[config.mk]
export PLATFORM = sky130hd
export DESIGN_NAME = stall_response_ctrl
export DESIGN_NICKNAME = d
export VERILOG_FILES = /design/src/rtl/pipe_ctrl_pkg.sv /design/src/rtl/idex_hazard_reg.sv /design/src/rtl/stall_response_ctrl.sv
export SDC_FILE = /design/constraint.sdc
export NUM_CORES = 1
export LEC_CHECK = 0
export CAP_MARGIN = 20
export CORE_AREA = 8 8 45 47
export CTS_BUF_LIST = sky130_fd_sc_hd__clkbuf_8
export DETAILED_ROUTE_END_ITERATION = 8
export DIE_AREA = 0 0 53 55
export PLACE_DENSITY = 0.75
export SLEW_MARGIN = 20
export SYNTH_ARGS = -nofsm -noshare
export SYNTH_HDL_FRONTEND = slang
export SYNTH_SLANG_ARGS = --single-unit
[constraint.sdc]
create_clock -name clk -period 1.35 [get_ports clk]
set_input_delay 0.3375 -clock clk [delete_from_list [all_inputs] [get_ports clk]]
set_output_delay 0.3375 -clock clk [all_outputs]
set_load 0.02 [all_outputs]
[src/rtl/pipe_ctrl_pkg.sv]
// pipe_ctrl_pkg: shared state encoding, register-index width and NOP controls
// for the load-use stall responder and the ID-EX hazard-tracking register.
package pipe_ctrl_pkg;
   typedef enum logic {ST_RUN = 1'b0, ST_STALL = 1'b1} state_t;
   localparam int REG_IDX_W = 5;
   localparam int DEF_LOAD_STALL_CYCLES = 1;
   localparam logic [REG_IDX_W-1:0] NOP_TD = '0;
   localparam logic NOP_LW = 1'b0;
endpackage

[src/rtl/idex_hazard_reg.sv]
// idex_hazard_reg: ID-EX destination/load tracking register; a bubble or reset
// loads NOP controls so the hazard detector sees no pending load.
import pipe_ctrl_pkg::*;
module idex_hazard_reg (
   input  logic                 clk,
   input  logic                 rst,
   input  logic                 bubble,
   input  logic                 id_load,
   input  logic [REG_IDX_W-1:0] id_rd,
   output logic [REG_IDX_W-1:0] ex_td,
   output logic                 ex_LW
);
   always_ff @(posedge clk) begin
      ex_td <= (rst || bubble) ? NOP_TD : id_rd;
      ex_LW <= (rst || bubble) ? NOP_LW : id_load;
   end
endmodule

[src/rtl/stall_response_ctrl.sv]
// stall_response_ctrl: turns load-use stall requests and taken branches into
// PC/IF-ID enables, IF-ID flush and ID-EX bubble; optional STALL_PERF_CNT_EN.
import pipe_ctrl_pkg::*;
module stall_response_ctrl #(
   parameter int LOAD_STALL_CYCLES = DEF_LOAD_STALL_CYCLES,
   parameter int CNT_W = 4
) (
   input  logic                 clk,
   input  logic                 rst,
   input  logic                 stall_req,
   input  logic                 branch_taken,
   input  logic                 id_load,
   input  logic [REG_IDX_W-1:0] id_rd,
   output logic                 pc_we,
   output logic                 ifid_we,
   output logic                 ifid_flush,
   output logic                 idex_bubble,
   output logic [REG_IDX_W-1:0] ex_td,
   output logic                 ex_LW,
   output logic                 stalling
`ifdef STALL_PERF_CNT_EN
  ,output logic [31:0]          stall_cycles,
   output logic [31:0]          flush_count
`endif
);
   state_t state, state_nx;
   logic [CNT_W-1:0] cnt, cnt_nx;

   always_comb begin
      state_nx    = state;
      cnt_nx      = cnt;
      pc_we       = 1'b1;
      ifid_we     = 1'b1;
      ifid_flush  = 1'b0;
      idex_bubble = 1'b0;
      if (rst) begin
         pc_we       = 1'b0;
         ifid_we     = 1'b0;
         idex_bubble = 1'b1;
      end else if (state == ST_STALL) begin
         pc_we       = 1'b0;
         ifid_we     = 1'b0;
         idex_bubble = 1'b1;
         state_nx    = (cnt == '0) ? ST_RUN : ST_STALL;
         cnt_nx      = (cnt == '0) ? cnt : cnt - 1'b1;
      end else if (stall_req) begin
         // stall beats a simultaneous branch: the branch re-resolves afterwards
         pc_we       = 1'b0;
         ifid_we     = 1'b0;
         idex_bubble = 1'b1;
         if (LOAD_STALL_CYCLES > 1) begin
            state_nx = ST_STALL;
            cnt_nx   = CNT_W'(LOAD_STALL_CYCLES - 2);
         end
      end else begin
         ifid_flush = branch_taken;
      end
   end

   always_ff @(posedge clk) begin
      if (rst) begin
         state <= ST_RUN;
         cnt   <= '0;
      end else begin
         state <= state_nx;
         cnt   <= cnt_nx;
      end
   end

   assign stalling = (state == ST_STALL);

   idex_hazard_reg u_idex (
      .clk     (clk),
      .rst     (rst),
      .bubble  (idex_bubble),
      .id_load (id_load),
      .id_rd   (id_rd),
      .ex_td   (ex_td),
      .ex_LW   (ex_LW)
   );

`ifdef STALL_PERF_CNT_EN
   always_ff @(posedge clk) begin
      if (rst) begin
         stall_cycles <= '0;
         flush_count  <= '0;
      end else begin
         stall_cycles <= stall_cycles + {31'd0, ~pc_we};
         flush_count  <= flush_count + {31'd0, ifid_flush};
      end
   end
`endif
endmodule
==> results of run 1 <==
-- timing repair --
item | 4_1_cts | 5_1_grt
resized for setup | 38 | 6
setup endpoints to repair | 12 | 7
pin swaps | 1 | 4
buffers inserted | 1 | 1
-- path summary, 6_finish.rpt --
kind                            startpoint        to  slack, ps  cells after the start
worst min-delay path                   rst  stalling        320                      2
worst max register to register      cnt[0]    cnt[0]        -40                      5
worst max-delay path                cnt[0]    cnt[0]        -40                      5
worst min register to register      cnt[2]    cnt[2]        500                      2
-- synth_stat cells --
| cell | n |
|---|---|
| nor4b_2 | 1 |
| nand4b_1 | 1 |
| mux2_1 | 1 |
| a21oi_2 | 1 |
| nand2_1 | 2 |
| nor3_2 | 1 |
| inv_1 | 3 |
| dfxtp_1 | 11 |
| a31o_1 | 1 |
| ha_1 | 1 |
| and2_1 | 7 |
| or3b_1 | 1 |
| buf_4 | 1 |
| nor2_1 | 5 |
| mux2i_1 | 1 |
| nand2_2 | 1 |
| a21oi_1 | 1 |
-- cell usage in the layout, fill, tap and decap left out, drive strengths merged, types with 2 or more instances in the layout --
| cell type | count |
|---|---|
| inv | 4 |
| dlygate4sd2 | 6 |
| a21oi | 2 |
| clkdlybuf4s50 | 6 |
| buf | 16 |
| and2 | 7 |
| nor2 | 5 |
| nand2 | 3 |
| clkbuf | 4 |
| dfxtp | 11 |
-- kinds of logic (layout without fill, tap and decap cells) --
group | count (synthesis) | count (layout) | share of synthesized area
AND/OR/NAND/NOR | 19 | 19 | 0.2870
flip-flops | 11 | 11 | 0.5317
buffers and inverters | 4 | 37 | 0.04532
AO/OA/AOI/OAI | 3 | 3 | 0.05438
multiplexers | 2 | 2 | 0.05136
adder cells (fa/ha/maj) | 1 | 1 | 0.03021
-- worst reg2reg max path: stages (launching register included) --
cell and delay, ps:
dfxtp_2 320, inv_2 70, ha_4 130, or3b_4 390
nand2_4 90, mux2_4 290
-- registers in the layout, indices dropped and copies added, names as in the netlist --
signal and count:
cnt 4, u_idex.ex_td 5, u_idex.ex_LW 1, stalling 1
-- metal layers --
metal | routed length, um | up-vias | GRT usage
met3 | 78 | 3 | 0.05080
met5 | 0 | - | 0
met2 | 481 | 15 | 0.1367
met4 | 31 | 0 | 0.06466
li1 | - | 196 | -
met1 | 372 | 181 | 0.06759
-- power by group through the flow --
stage / clock [mW] / combinational (mW) / sequential [mW]
2_1_floorplan: 0 / 0.0234 / 0.350
3_3_place_gp: 0 / 0.0941 / 0.341
3_5_place_dp: 0 / 0.0943 / 0.341
4_1_cts: 0.334 / 0.0904 / 0.334
5_1_grt: 0.351 / 0.0953 / 0.334
6_report: 0.319 / 0.0885 / 0.334
-- final cells by class --
class,count,area (sq um),area share
timing repair buffer,30,264.0,0.3420
sequential,11,224.0,0.2901
multi-input combinational,25,207.7,0.2690
clock buffer,3,41.29,0.05348
tap,16,20.02,0.02593
inverter,3,11.26,0.01459
clock inverter,1,3.754,0.004862
==> metrics.md, run 1 <==
| Metric | Value |
|---|---|
| Final Skew | approximately 4.4 ps |
| First-pass GRT wire length | roughly 1600 um |
| Post-synthesis cell type count | 17 |
| Worst EP arrival | between 1500 and 2000 ps |
| Flop pwr share | 0.451 |
| CP cell instances | inv_2 -> ha_4 -> or3b_4 -> nand2_4 -> mux2_4 |
| Setup violators final | 1 |
| I/O Pins | 21 |
| Die height | roughly 55 um |
| Final WS setup | -36.53 ps |
| Max Root-Sink Buffers | 2 |
| DRC violations left | 0 |
| Drt total wl | between 900 and 1000 um |
| Pins Over Slew Limit | 0 |
| Total Power | roughly 740 uW |
| Startpoint types | register |
| Routed vias | 395 |
| Cell Count, Final, Fillers Out | 89 |
| Switch share | 0.2135 |
| Hold_buf cts | 0 |
| Final HPWL DP | ~800 um |
| Hold Vio Cnt, Final | 0 |
| Hold WC Path Type | input port to register |
| Nature of the critical path endpoint | register |
| Sw Pwr | between 150 and 200 uW |
| Largest net degree at the start of global routing | 9 |
| Top cell type's share of synthesized area | 0.5317 |
| Post-route cell area | between 700 and 800 sq um |
| Syn nets | just over 50 |
| Rel. slew slack | 0.8301 |
| Status | complete, but fails checks |
| Ant diodes | 0 |
| Share of cells above drive strength 1 | 0.4658 |
| WS Path Type | register to register |
| Finished Core Util | 0.5579 |
| H-tree level count | 1 |
| Failing checks | negative setup slack |
| Fmax | roughly 720 MHz |
| Vias in the first global route | between 400 and 500 |
| All-layer global routing usage | 0.08118 |
| Max IR drop VDD | 0.6536 mV |
| Worst skew pair latency | 240 ps |
| Fin crit share | 1.027 |
| Routed WL per cell | 10.82 um |
| Clock-pin transition on the worst setup and hold timing paths | roughly 50 ps |
| Max-Cap Viols | 0 |
| Sequential element share of the synthesized area | 0.5317 |
| Hold WS | approximately 320 ps |
| Die area | 0.002915 sq mm |
| Area post-placement | 730.7 sq um |
| CTS buffer count | 3 |
| Place WS | -795.1 ps |
| Top delay family on crit path | simple AND/OR/NAND/NOR gates |
| P_leak | around 0.38 nW |
| Logic pwr share | 0.119 |
| Starting density of the core | 0.2993 |
| Routability congestion estimate | 0.6848 |
| PD cells | a little under 1000 mW/mm^2 |
| Root Buffer | clkbuf_8 |
| Slowest stage cell, crit path | or3b_4 |
| Grt total ovfl | 0 |
| Int Pwr | 583.1 uW |
| Area contributors post-synth | dfxtp_1, and2_1, nor2_1 |
| Core area | between 0.001 and 0.0015 sq mm |
| Drt pass-1 iters | 3 |
| Clock sinks | 11 |
| Synth-to-Final Area Change | 86.40% |
| RSZ-0062 raised after global routing | yes |
| Worst path buffer plus inverter count | 1 |
| Antenna Nets Post-Route | 0 |
| Post-synthesis sequential element count | 11 |
| DR vias/cell | around 4.4 |
| Yosys warning total | 0 |
| Dpl cells | 84 |
| FP Rows | 14 |
| CTS tree | yes |
| Chip Width | 53 um |
| Largest area contributor in the netlist | dfxtp_1 |
| Syn avg cell area | 10.35 sq um |
| CP max FO | 2 |
| Initial antenna violation count | 0 |
| Cell count after synthesis | 40 |
| Iter 0 DRT Violations | 1 |
| Minimum clock period | around 1400 ps |
| Critical Path Max Stage Delay | just under 400 ps |
| Setup TNS | -36.53 ps |
| Worst Max-Slew Pin Slew | about 250 ps |
| Mapped Area | 414.1 sq um |
| Fill cells | between 100 and 150 |
| I/O Buffers | 20 |
| Nets@finish | 85 |
| Critical Path RT | between 1000 and 1500 ps |
| Clock Power Share | 0.430 |
No activity file was read; power rests on OpenSTA's default activity.
==> run 2: changes to the inputs <==
Settings changed: CTS_BUF_LIST sky130_fd_sc_hd__clkbuf_8 to sky130_fd_sc_hd__clkbuf_16.
==> metrics.md, run 2 (synthesis results as in run 1) <==
| Metric | Value |
|---|---|
| Clock sinks | 11 |
| All-layer global routing usage | 0.08502 |
| DR vias/cell | 4.393 |
| Hold WS | between 300 and 400 ps |
| Fill cells | approximately 130 |
| Post-route cell area | 805.8 sq um |
| Antenna Nets Post-Route | 0 |
| Nature of the critical path endpoint | register |
| CP Depth | 5 |
| Die area | 0.002915 sq mm |
| Status | complete, but fails checks |
| Root Buffer | clkbuf_16 |
| Final WS setup | -35.52 ps |
| Initial antenna violation count | 0 |
| Commonest cells after routing, fill and taps aside | buf_4, dfxtp_1, and2_1, clkdlybuf4s50_1, dlygate4sd2_1 |
| Setup violators final | 1 |
| Finished Core Util | 0.5823 |
| Worst skew pair latency | around 240 ps |
| Critical Path Max Stage Delay | 390 ps |
| Reg2Reg Depth | 5 |
| Worst Max-Slew Pin Slew | around 240 ps |
| Top delay family on crit path | simple AND/OR/NAND/NOR gates |
| First-pass GRT wire length | between 1500 and 2000 um |
| Final Skew | 2.007 ps |
| Worst setup endpoint | cnt[0] |
| Clock-pin transition on the worst setup and hold timing paths | 40 ps |
| Top flop regs | u_idex.ex_td x5, cnt x4 |
| FF/Latch Area | 224.0 sq um |
| Max IR drop VDD | 0.8121 mV |
| Fmax | 721.7 MHz |
| RSZ-0062 raised after global routing | yes |
| Synth-to-Final Area Change | 94.56% |
| Final HPWL DP | 791.7 um |
| CTS buffer count | 3 |
| P_leak | approximately 0.39 nW |
| Max-Cap Viols | 0 |
| CTS tree | yes |
| I/O Pins | 21 |
| Hold_buf cts | 0 |
| Fin crit share | 1.026 |
| Iter 0 DRT Violations | 3 |
| Grt total ovfl | 0 |
| CP max FO | 2 |
| Critical Path RT | approximately 1500 ps |
| Starting density of the core | 0.2993 |
| Largest reg by FF count | u_idex.ex_td |
| H-tree level count | 1 |
| FF-to-FF Start | cnt[0] |
| Vias in the first global route | between 400 and 500 |
| WS Path Type | register to register |
| FP Rows | 14 |
| Pins Over Slew Limit | 0 |
| Routed vias | 391 |
| Routed WL per cell | around 12 um |
| Largest net degree at the start of global routing | 9 |
| Max Root-Sink Buffers | 2 |
| CP cell instances | inv_2 -> ha_4 -> or3b_4 -> nand2_4 -> mux2_4 |
| Area post-placement | roughly 730 sq um |
| Rel. slew slack | 0.8373 |
| Startpoint types | register |
| Chip Width | about 53 um |
| Reg2Reg Setup Slack | -40 ps |
| Failing checks | negative setup slack |
| PD cells | 1175 mW/mm^2 |
| Hold Path Stages | 2 |
| Drt pass-1 iters | 3 |
| Slowest stage cell, crit path | or3b_4 |
| Nets@finish | 85 |
| Commonest non-fill, non-tap cell in the layout | buf_4 |
| Drt total wl | around 1000 um |
| Die height | ~55 um |
| Hold Vio Cnt, Final | 0 |
| Worst path buffer plus inverter count | 1 |
| I/O Buffers | 20 |
| RR Endpoint | cnt[0] |
| Routability congestion estimate | around 0.68 |
| Share of cells above drive strength 1 | 0.4658 |
| Core area | ~0.0014 sq mm |
| Minimum clock period | between 1000 and 1500 ps |
| Worst Setup SP | cnt[0] |
| Ant diodes | 0 |
| Worst EP arrival | 1510 ps |
| DRC violations left | 0 |
| Area of the multi-input gates | around 210 sq um |
| Hold WC Path Type | input port to register |
| Max reg flops | 5 |
run 2: cell counts in the layout (fill, tap and decap cells not counted):
No cell type changed its count.
run 2: how the worst min path moves through the flow:
| stage | endpoint | startpoint |
|---|---|---|
| after floorplan | stalling | rst |
| after CTS | stalling | rst |
| after detailed placement | cnt[2] | cnt[2] |
| after global placement | cnt[2] | cnt[2] |
| final | stalling | rst |
| after global routing | stalling | rst |
run 2: per-stage QoR:
step,setup TNS (ps),instances,setup slack [ps],power [mW]
floorplan,-37.92,40,-37.92,0.3735
global placement,-3777,84,-790.4,0.4347
detailed placement,-3817,84,-795.1,0.4349
CTS,-211.7,89,-64.98,0.9574
global route,-112.3,89,-78.34,0.9877
finish,-35.52,89,-35.52,0.9469
run 2: area by class of cell:
type,count,share of cell area
Clock inverter,1,0.004658
Multi-Input combinational cell,25,0.2578
Timing Repair Buffer,30,0.3276
Tap cell,16,0.02484
Inverter,3,0.01398
Clock buffer,3,0.09317
Sequential cell,11,0.2780
run 2: where the power goes:
group | switching [mW] | internal (mW) | leakage (nW)
registers | 0.00124 | 0.334 | 0.0911
clock network | 0.135 | 0.388 | 0.0423
logic | 0.0383 | 0.0512 | 0.261
run 2: metal layers:
| layer | wire [um] | vias up | GRT usage |
|---|---|---|---|
| li1 | - | 195 | - |
| met1 | 405 | 180 | 0.06912 |
| met2 | 536 | 14 | 0.1641 |
| met3 | 78 | 2 | 0.04545 |
| met4 | 19 | 0 | 0.03879 |
| met5 | 0 | - | 0 |
run 2: timing repair:
action / 4_1_cts / 5_1_grt
buffers inserted: 1 / 1
pin swaps: 1 / 4
endpoints found under the hold margin: 0 / 0
endpoints found under the setup margin: 12 / 6
gates resized for setup: 39 / 5
==> run 3: changes to the inputs <==
Settings changed: PLACE_DENSITY 0.75 to 0.74, SYNTH_HIERARCHICAL set to 1.
==> metrics.md, run 3 <==
| Metric | Value |
|---|---|
| I/O Buffers | 20 |
| Hold Crit Endpoint | stalling |
| Place WS | -932.4 ps |
| Clock-pin transition on the worst setup and hold timing paths | 40 ps |
| Reg2Reg Depth | 5 |
| Ant diodes | 0 |
| Int Pwr | around 770 uW |
| Hold WC Path Type | input port to register |
| Setup violators final | 5 |
| Nets@finish | between 80 and 90 |
| Clock sinks | 11 |
| Fin crit share | 1.137 |
| Post-route cell area | 784.5 sq um |
| CP cell instances | or3_4 -> inv_4 -> and2_4 -> buf_6 |
| Grt total ovfl | 0 |
| Async SR Flop Fraction | 0 |
| Post-synthesis cell type count | 16 |
| Commonest cells after routing, fill and taps aside | dfxtp_1, buf_4, clkdlybuf4s50_1, dlygate4sd2_1, nor3b_1 |
| Area contributors post-synth | dfxtp_1, nor3b_1, nor2_1 |
| P_leak | roughly 0.37 nW |
| PD cells | around 1200 mW/mm^2 |
| HP Start | rst |
| Routability congestion estimate | 0.7404 |
| Max-Cap Viols | 0 |
| Worst Max-Slew Pin Slew | about 370 ps |
| Final HPWL DP | 877.9 um |
| Switch share | 0.1862 |
| Final Skew | 2.964 ps |
| Worst path buffer plus inverter count | 2 |
| Minimum clock period | about 1500 ps |
| Root Buffer | clkbuf_16 |
| WS Path Type | register to primary output |
| Post-synthesis sequential element count | 11 |
| Top-count cell post-synth | dfxtp_1 |
| Top delay family on crit path | simple AND/OR/NAND/NOR gates |
| Worst skew pair latency | 240 ps |
| Largest reg by FF count | u_idex/ex_td |
| Synth cell count leaders | dfxtp_1, nor3b_1, nor2_1 |
| Hold WS | 468.1 ps |
| Nature of the critical path endpoint | primary output |
| Failing checks | negative setup slack |
| Top flop regs | u_idex/ex_td x5, cnt x4 |
| Status | complete, but fails checks |
| Critical Path RT | between 1000 and 1500 ps |
| Routed WL per cell | ~13 um |
| Yosys warning total | 6 |
| Iter 0 DRT Violations | 8 |
| Starting density of the core | 0.2929 |
| Chip Width | 53 um |
| Share of cells above drive strength 1 | 0.4306 |
| DR vias/cell | about 4.6 |
| Sw Pwr | roughly 180 uW |
| CTS buffer count | 3 |
| Vias in the first global route | around 420 |
| Drt pass-1 iters | 4 |
| Number of enable flip-flop cells after synthesis | 0 |
| CTS tree | yes |
| Cell count after synthesis | 40 |
| FF-to-FF Start | cnt[1] |
| Fill cells | between 100 and 150 |
| H-tree level count | 1 |
| Drt total wl | 1135 um |
| Area post-placement | about 710 sq um |
| Routed vias | a little over 400 |
| Rel. slew slack | 0.7497 |
| Hold_buf cts | 0 |
| DRC violations left | 0 |
| Syn nets | about 50 |
| Fmax | ~650 MHz |
| Core area | 0.001384 sq mm |
| Dpl cells | around 80 |
| Final WS setup | -185.3 ps |
| First-pass GRT wire length | 1828 um |
| Largest area contributor in the netlist | dfxtp_1 |
| Cell Count, Final, Fillers Out | between 80 and 90 |
| Top cell type's share of synthesized area | 0.5432 |
| Clock Power Share | 0.557 |
| Critical Path Max Stage Delay | ~350 ps |
| Syn avg cell area | slightly above 10 sq um |
| Startpoint types | register |
| Reg2Reg Setup Slack | -20 ps |
| Die height | ~55 um |
| I/O Pins | 21 |
| Max Root-Sink Buffers | 2 |
| RSZ-0062 raised after global routing | yes |
| Max reg flops | 5 |
| Synth-to-Final Area Change | 93.52% |
| Logic pwr share | 0.092 |
| Initial antenna violation count | 0 |
| Largest net degree at the start of global routing | 13 |
| Hold Path Stages | 3 |
| Flop pwr share | 0.351 |
| Slowest stage cell, crit path | or3_4 |
| Hold Vio Cnt, Final | 0 |
| Max IR drop VDD | between 0.5 and 0.6 mV |
| Primary FF master, synth | dfxtp_1 |
| Pins Over Slew Limit | 0 |
| All-layer global routing usage | 0.09086 |
| CP Depth | 4 |
| Sequential element share of the synthesized area | 0.5432 |
| Antenna Nets Post-Route | 0 |
| RR Endpoint | cnt[0] |
| Worst EP arrival | around 1200 ps |
| CP max FO | 3 |
| FP Rows | 14 |
| Die area | about 0.0029 sq mm |
| Mapped Area | 405.4 sq um |
==> run 3: power groups by stage <==
| stage | clock (mW) | sequential (mW) | combinational, mW |
|---|---|---|---|
| floorplan | 0 | 0.344 | 0.0256 |
| global placement | 0 | 0.337 | 0.0866 |
| detailed placement | 0 | 0.338 | 0.0879 |
| CTS | 0.540 | 0.332 | 0.0849 |
| global route | 0.561 | 0.332 | 0.0932 |
| finish | 0.527 | 0.332 | 0.0868 |
==> run 3: area by class of cell <==
cell class              instances  area, sq um  share of cell area
clock inverters                 1        3.754            0.004785
inverters                       3        13.76             0.01754
clock buffers                   3        75.07             0.09569
repair buffers                 29        247.7              0.3158
multi-input cells              25        200.2              0.2552
flip-flops and latches         11        224.0              0.2855
well taps                      16        20.02             0.02552
==> run 3: kinds of logic after synthesis <==
logic type,Yosys count,share of synthesized area
simple gates,19,0.2809
flops,11,0.5432
mux,2,0.05247
fa+ha+maj,1,0.03086
compound gates,3,0.04630
buf+inv,4,0.04630
==> run 3: metal layers <==
layer	track usage	wire length, um
met5	0	0
met4	0.09052	27
met1	0.09313	497
met2	0.1270	422
met3	0.05080	187
==> run 3: timing repair <==
| action | CTS | global route |
|---|---|---|
| endpoints found under the hold margin | 0 | 0 |
| endpoints found under the setup margin | 17 | 6 |
| resized for setup | 32 | 7 |
| pin swaps | 1 | 2 |
| setup buffers | 1 | 1 |
| gates cloned | 0 | 0 |
==> run 3: worst max path at each step <==
| stage | end | from | slack [ps] |
|---|---|---|---|
| after floorplan | ifid_flush | stall_req | -60 |
| after global placement | ifid_flush | rst | -910 |
| after detailed placement | ifid_flush | rst | -930 |
| after CTS | ifid_flush | stalling | -230 |
| after global routing | ifid_flush | stalling | -210 |
| final | ifid_flush | stalling | -190 |
==> run 3: tightest hold or removal path, stage by stage <==
cell and delay, ps:
clkbuf_2 90, buf_4 180, nor2_1 60
==> run 3: stage by stage <==
stage          utilization  TNS (ps)  total power, mW
4_1_cts             0.5633    -764.5           0.9572
2_1_floorplan            -    -112.6           0.3696
3_5_place_dp        0.5099     -5110           0.4257
5_1_grt             0.5669    -777.8           0.9860
3_3_place_gp        0.5099     -4850           0.4240
6_report            0.5669    -607.7           0.9456
